### config.mk
export PLATFORM = sky130hd
export DESIGN_NAME = line_sum_acc_line
export DESIGN_NICKNAME = d
export VERILOG_FILES = /design/src/rtl/lsa_pkg.sv /design/src/rtl/lsa_acc_cell.sv /design/src/rtl/line_sum_acc_line.sv
export SDC_FILE = /design/constraint.sdc
export NUM_CORES = 1
export LEC_CHECK = 0
export BUFFER_PORTS_ARGS = -buffer_cell sky130_fd_sc_hd__clkbuf_2
export CAP_MARGIN = 15
export CORE_ASPECT_RATIO = 0.75
export CORE_MARGIN = 4
export CORE_UTILIZATION = 50
export CTS_BUF_LIST = sky130_fd_sc_hd__clkbuf_2
export DETAILED_ROUTE_END_ITERATION = 8
export GPL_ROUTABILITY_DRIVEN = 1
export GPL_TIMING_DRIVEN = 0
export PLACE_DENSITY = 0.78
export SLEW_MARGIN = 25
export SYNTH_ARGS = -nofsm -noshare
export SYNTH_HDL_FRONTEND = slang
export SYNTH_SLANG_ARGS = --single-unit
### constraint.sdc
create_clock -name CLK -period 2.8 [get_ports CLK]
set_input_delay 0.7 -clock CLK [delete_from_list [all_inputs] [get_ports CLK]]
set_output_delay 0.7 -clock CLK [all_outputs]
set_load 0.01 [all_outputs]
### src/rtl/lsa_pkg.sv
// rtl/lsa_pkg.sv - shared sizes and types for the line-sum accumulator stage
package lsa_pkg;

   localparam int LINE_SIZE     = 32;
   localparam int PIXEL_SIZE    = 8;
   localparam int NUM_OF_LINES  = 32;
   localparam int NUM_TEMPLATES = 4;

   // One line sum of products needs log2(pixels) bits of headroom above a pixel product
   localparam int IN_W  = $clog2(LINE_SIZE) + 2 * PIXEL_SIZE;
   // A window total needs log2(lines) bits of headroom above a line sum
   localparam int ACC_W = $clog2(NUM_OF_LINES) + IN_W;

   typedef logic [IN_W-1:0]  in_t;
   typedef logic [ACC_W-1:0] acc_t;

endpackage

### src/rtl/lsa_acc_cell.sv
// rtl/lsa_acc_cell.sv - one running-total register (saturating when LSA_SATURATE_EN is defined)
module lsa_acc_cell
   import lsa_pkg::*;
#(
   parameter int CELL_IN_W  = IN_W,
   parameter int CELL_ACC_W = ACC_W
) (
   input  logic                  CLK,
   input  logic                  reset,
   input  logic [CELL_IN_W-1:0]  in,
   output logic [CELL_ACC_W-1:0] acc
);

   logic [CELL_ACC_W-1:0] in_ext;
   logic [CELL_ACC_W-1:0] acc_nxt;

   // Unsigned operand, widened to the accumulator width
   assign in_ext = {{(CELL_ACC_W - CELL_IN_W){1'b0}}, in};

`ifdef LSA_SATURATE_EN
   logic [CELL_ACC_W:0] sum_wide;

   // Carry out of the wide sum means the total no longer fits: pin it at all-ones.
   // Once pinned, any further add either carries or adds zero, so it stays pinned.
   always_comb begin
      sum_wide = {1'b0, acc} + {1'b0, in_ext};
      acc_nxt  = sum_wide[CELL_ACC_W] ? {CELL_ACC_W{1'b1}} : sum_wide[CELL_ACC_W-1:0];
   end
`else
   // Plain modulo-2^ACC_W addition
   always_comb begin
      acc_nxt = acc + in_ext;
   end
`endif

   // Running total; reset discards the input sampled on the same edge
   always_ff @(posedge CLK) begin
      if (reset) begin
         acc <= '0;
      end else begin
         acc <= acc_nxt;
      end
   end

endmodule

### src/rtl/line_sum_acc_line.sv
// rtl/line_sum_acc_line.sv - per-frame accumulation of I^2, I and T*I line sums (option: LSA_SATURATE_EN)
module line_sum_acc_line
   import lsa_pkg::*;
(
   input  logic CLK,
   input  logic reset,
   input  in_t  I_square_out_line_sum,
   input  in_t  I_out_line_sum,
   input  in_t  T_x_I_out_lines_sum [NUM_TEMPLATES],
   output acc_t Acc_lines_sum_I_square,
   output acc_t Acc_lines_sum_I,
   output acc_t Acc_lines_sum_T_x_I_out_lines_sum [NUM_TEMPLATES]
);

   // Sum of I^2 over the window
   lsa_acc_cell #(.CELL_IN_W(IN_W), .CELL_ACC_W(ACC_W)) u_acc_i_square (
      .CLK   (CLK),
      .reset (reset),
      .in    (I_square_out_line_sum),
      .acc   (Acc_lines_sum_I_square)
   );

   // Sum of I over the window
   lsa_acc_cell #(.CELL_IN_W(IN_W), .CELL_ACC_W(ACC_W)) u_acc_i (
      .CLK   (CLK),
      .reset (reset),
      .in    (I_out_line_sum),
      .acc   (Acc_lines_sum_I)
   );

   // One independent T*I total per template
   for (genvar j = 0; j < NUM_TEMPLATES; j++) begin : g_tmpl
      lsa_acc_cell #(.CELL_IN_W(IN_W), .CELL_ACC_W(ACC_W)) u_acc_t_x_i (
         .CLK   (CLK),
         .reset (reset),
         .in    (T_x_I_out_lines_sum[j]),
         .acc   (Acc_lines_sum_T_x_I_out_lines_sum[j])
      );
   end

endmodule

* After elaboration in Yosys (flattened, before gate mapping) *
Cells that the tools add are included.

cells by class
  reductions and logical operators = 0
  divide/modulo/power cells = 0
  muxes and demuxes = 0
  bitwise gates (word level) = 0
  shift-type cells = 0
  order comparisons = 0
  $add $sub $neg = 6
  equal/unequal tests = 0
  $mul = 0

operators by type and width
  operator                 number
  adder 26 x 21 -> 26 bit  6

storage, ports and cells
  logic and storage cells = 12
  bits in read-only memories = 0
  input port bits = 128
  bits in writable memories = 0
  bits in latches = 0
  output and inout bits = 156
  memories = 0
  bits in registers = 156

* Longest topological paths before layout *
  depth in word-level cells = 1
  mapped depth = 11

* By module *
Synthesis repeated with hierarchy kept, for this count alone.

unflattened totals
  cell total of the unflattened synthesis = 1328
  area total of the unflattened synthesis = 10999.3 um2

by module, submodules not included
  module                                     area an instance (um2)  sequential area each (um2)  cells an instance  times used
  lsa_acc_cell at g_tmpl[3].u_acc_t_x_i ...  1945.6                  520.5                       244                2
  lsa_acc_cell at g_tmpl[1].u_acc_t_x_i ...  1759.2                  520.5                       207                2
  lsa_acc_cell at g_tmpl[0].u_acc_t_x_i      1905.6                  520.5                       233                1
  lsa_acc_cell at u_acc_i_square             1684.1                  520.5                       193                1

* Worst setup path before layout *
Ideal clock, no wire load.

  path kind = input to register
  start point = in T_x_I_out_lines_sum[63] (netlist name)
  end point = reg g_tmpl[0].u_acc_t_x_i.acc[24]
  arrival time = 2.834 ns
  library setup time = 0.121 ns
  stages = 11
  buffers on the path = 0
  slack = -0.155 ns
  cell sequence = ha_1 inv_1 fa_1 nor2b_4 o31a_1 o22a_1 a21bo_2 a31oi_4 o21ai_2 o311a_1 mux2_4

on the way
  word-level cells in the longest chain between the ends = 1

RTL lines
  item                     line                    RTL
  from (decl)              line_sum_acc_line.sv:9  input in_t T_x_I_out_lines_sum [NUM_TEMPLATES],
  adder 26 x 21 -> 26 bit  lsa_acc_cell.sv:32      acc_nxt = acc + in_ext;
  to (signal assigned)     lsa_acc_cell.sv:41      acc <= acc_nxt;
  to (decl)                lsa_acc_cell.sv:11      output logic [CELL_ACC_W-1:0] acc

Every way passes these cells.
A chain may end at the register's enable or synchronous reset.

* Worst setup path after layout *
  start point = reg g_tmpl[1].u_acc_t_x_i.acc[0]
  end point = reg g_tmpl[1].u_acc_t_x_i.acc[22]

on the way
  word-level cells in the longest chain between the ends = 1

RTL lines
  item                     line
  from (decl)              lsa_acc_cell.sv:11
  from (signal assigned)   lsa_acc_cell.sv:41
  adder 26 x 21 -> 26 bit  lsa_acc_cell.sv:32

Every way passes these cells.

==> metrics <==
WHS Endpoint=u_acc_i.acc[0]; first-pass GRT wire length=47,700 microns; synth-to-layout area growth=21.7%; core area=0.0204 sq mm; ant diodes=0; final setup fails=2; die area=0.0233 sq mm; status=finished, violations left; Post-CTS Hold Fix Bufs=0; row count=45; # DRC=0; H-Tree Depth=4; Max FO, Critical Path=4; Worst R2R Path Depth=11; Rel. slew slack=36.6%; CP startpoint kind=register; PD cells=991 mW/mm^2; Nets=1,792; Worst-Margin Slew=0.951 ns; first-pass detailed-route iteration total=5; DR vias/cell=5.58; Seq/Total Area, Yosys=29.9%; post-layout min period=2.81 ns; Setup Skew=0.0325 ns; Die Wd=175 microns; largest net degree at the start of global routing=17; later-pin clock latency in the skew report=0.71 ns; Post-Place Worst Slack=-0.505 ns; Initial Util=51.3%; Critical Path AT=3.42 ns; routed wire length=30,400 microns; grt ovf=0; failing checks=negative setup slack; Most used DFF post-synth=dfxtp_1; EDFF count, synth=0; static leakage=0.00623 uW; buffers added on ports=283; fraction of layout cells with a size suffix above 1=26.2%; Placer Congestion=0.945; # clock sinks=156; initial antenna violation count=0; CP Data Required Time=3.42 ns; synth top area cells=dfxtp_1, ha_1, nor2_1, a21oi_1, xnor2_1; Final Max Tran Viols=0; CTS tree=yes; Clock Path Buffers=2; synthesized area=0.0105 sq mm; average cell area after synthesis=8.56 sq um; Syn Nets=1,482; number of global-route vias before repair=9,617; Global Route Usage Sum=24.8%; Fin. Hold Viols=0; maximum vdd ir drop=0.000609 V; HP Start=I_out_line_sum[0]; FMAX=356 MHz; Top-Level Pins=284; antenna-violating nets left=0; Fin Hold WS=0.299 ns; WS Path Type=register to register; post-synth top area share=29.9%; register clock-pin slew on the reported worst setup and hold paths=0.23 ns; max cap viols=0; final period utilization=100%; RSZ-0062 raised after global routing=true; most frequent cell after synthesis=nor2_1; Die H=133 microns; DR WL/cell=16.7 microns; CP Capture Type=register; R2R Path End=g_tmpl[1].u_acc_t_x_i.acc[22]; HP Class=input port to register; YS warnings=0; fin worst setup slack=-0.00664 ns; total CTS buffers=17; via count=10,196; Root Buffer=clkbuf_2; Post-Synthesis Cells=1,222; initial drt markers=571; DP Wirelength=24,200 microns; Critical R2R Launch=g_tmpl[1].u_acc_t_x_i.acc[0]; largest area contributor in the netlist=dfxtp_1; Synth top cells by count=nor2_1, dfxtp_1, ha_1; Post-synth ARST share=0%; Seq cells post-synth=156; Synth cell types=70; R2R Setup Slk=-0.007 ns; Worst Hold Path Cells=3
-- cell usage in the layout (no fill, tap or decap), types with 5 or more instances in the layout --
cell	instances
nand2b_1	10
nor2_1	165
and4_1	8
a21o_1	52
clkbuf_2	302
nand4_1	11
o21ai_0	55
o21ai_1	8
ha_1	115
ha_2	5
o21a_1	24
nand3_1	25
clkbuf_1	24
and2_1	6
xnor2_1	46
nand2_1	55
a211oi_1	21
xor2_1	38
mux2_1	5
nor3_1	37
a21oi_2	8
a211o_1	5
nor2b_1	40
buf_4	8
inv_1	40
o21bai_1	12
clkinv_1	7
o211ai_1	12
ha_4	6
mux2_2	14
a21oi_1	81
o21ai_2	8
or3_1	12
dfxtp_1	148
o31a_1	7
dfxtp_2	8
and3_1	16
a31oi_1	11
-- area by class of cell --
class	instances	area [sq um]
flip-flops and latches	156	3130
multi-input cells	1000	7340
clock inverters	12	80.1
inverters	42	158
repair buffers	291	1480
clock buffers	19	95.1
well taps	282	353
plain buffers	24	90.1
fillers	1820	7660
-- power breakdown --
part	total (uW)	switching [uW]	internal (uW)
sequential	3520	530	2990
clock	1110	807	300
combinational	7990	4470	3520
-- worst max-delay path, stage by stage, from the launching register on --
cell      delay (ns)
dfxtp_2         0.40
ha_4            0.15
inv_2           0.04
fa_2            0.36
nor2b_4         0.14
o31a_1          0.20
o31a_1          0.25
o211ai_1        0.19
o21ai_2         0.26
nand4_1         0.20
a21oi_2         0.22
mux2_4          0.31
-- metal layers --
layer,vias up,global-route usage (%),share of wire (%)
met3,36,5.76,6.6
li1,5080,-,-
met1,4725,34.1,47
met2,355,39.9,45
met4,0,5.80,1.6
met5,-,0,0
-- through the flow --
| stage | std cells | area, sq um | total power [uW] | setup TNS [ns] | util (%) |
|---|---|---|---|---|---|
| floorplan | 1222 | 10600 | 9090 | -0.0711 | - |
| global placement | 1787 | 12300 | 11000 | -11.87 | 60.5 |
| detailed placement | 1787 | 12300 | 11200 | -14.56 | 60.5 |
| CTS | 1819 | 12500 | 12300 | 0 | 61.4 |
| global route | 1826 | 12700 | 13700 | -0.268 | 62.4 |
| finish | 1826 | 12700 | 12600 | -0.00852 | 62.4 |
-- logic make-up (layout without fill, tap and decap cells) --
family | Yosys count | count (layout) | synth area share, %
and+or+nand+nor | 406 | 406 | 18.7
AOI/OAI and AO/OA | 356 | 356 | 23.4
DFF | 156 | 156 | 29.9
adders and majority gates | 132 | 132 | 16.2
xor gates and xnor gates | 84 | 84 | 7.03
buffers and inverters | 66 | 388 | 2.37
muxes | 22 | 22 | 2.39
-- registers in the layout (all words and copies together) (netlist names) --
signal	cells
g_tmpl.u_acc_t_x_i.acc	104
u_acc_i.acc	26
u_acc_i_square.acc	26
-- timing repair --
item / CTS / global route
setup endpoints to repair: 2 / 26
pin swaps: 1 / 20
setup buffers: 1 / 7
gates resized for setup: 1 / 40
-- worst max-delay path by stage --
stage          cells past startpoint                             to                          from
4_1_cts                           11  g_tmpl[1].u_acc_t_x_i.acc[24]  g_tmpl[1].u_acc_t_x_i.acc[0]
3_5_place_dp                      12  g_tmpl[1].u_acc_t_x_i.acc[24]       T_x_I_out_lines_sum[42]
5_1_grt                           11  g_tmpl[1].u_acc_t_x_i.acc[22]  g_tmpl[1].u_acc_t_x_i.acc[0]
6_report                          11  g_tmpl[1].u_acc_t_x_i.acc[22]  g_tmpl[1].u_acc_t_x_i.acc[0]
2_1_floorplan                     11  g_tmpl[0].u_acc_t_x_i.acc[22]       T_x_I_out_lines_sum[63]
3_3_place_gp                      12  g_tmpl[1].u_acc_t_x_i.acc[24]       T_x_I_out_lines_sum[42]
Power figures use the tool's default switching activity.
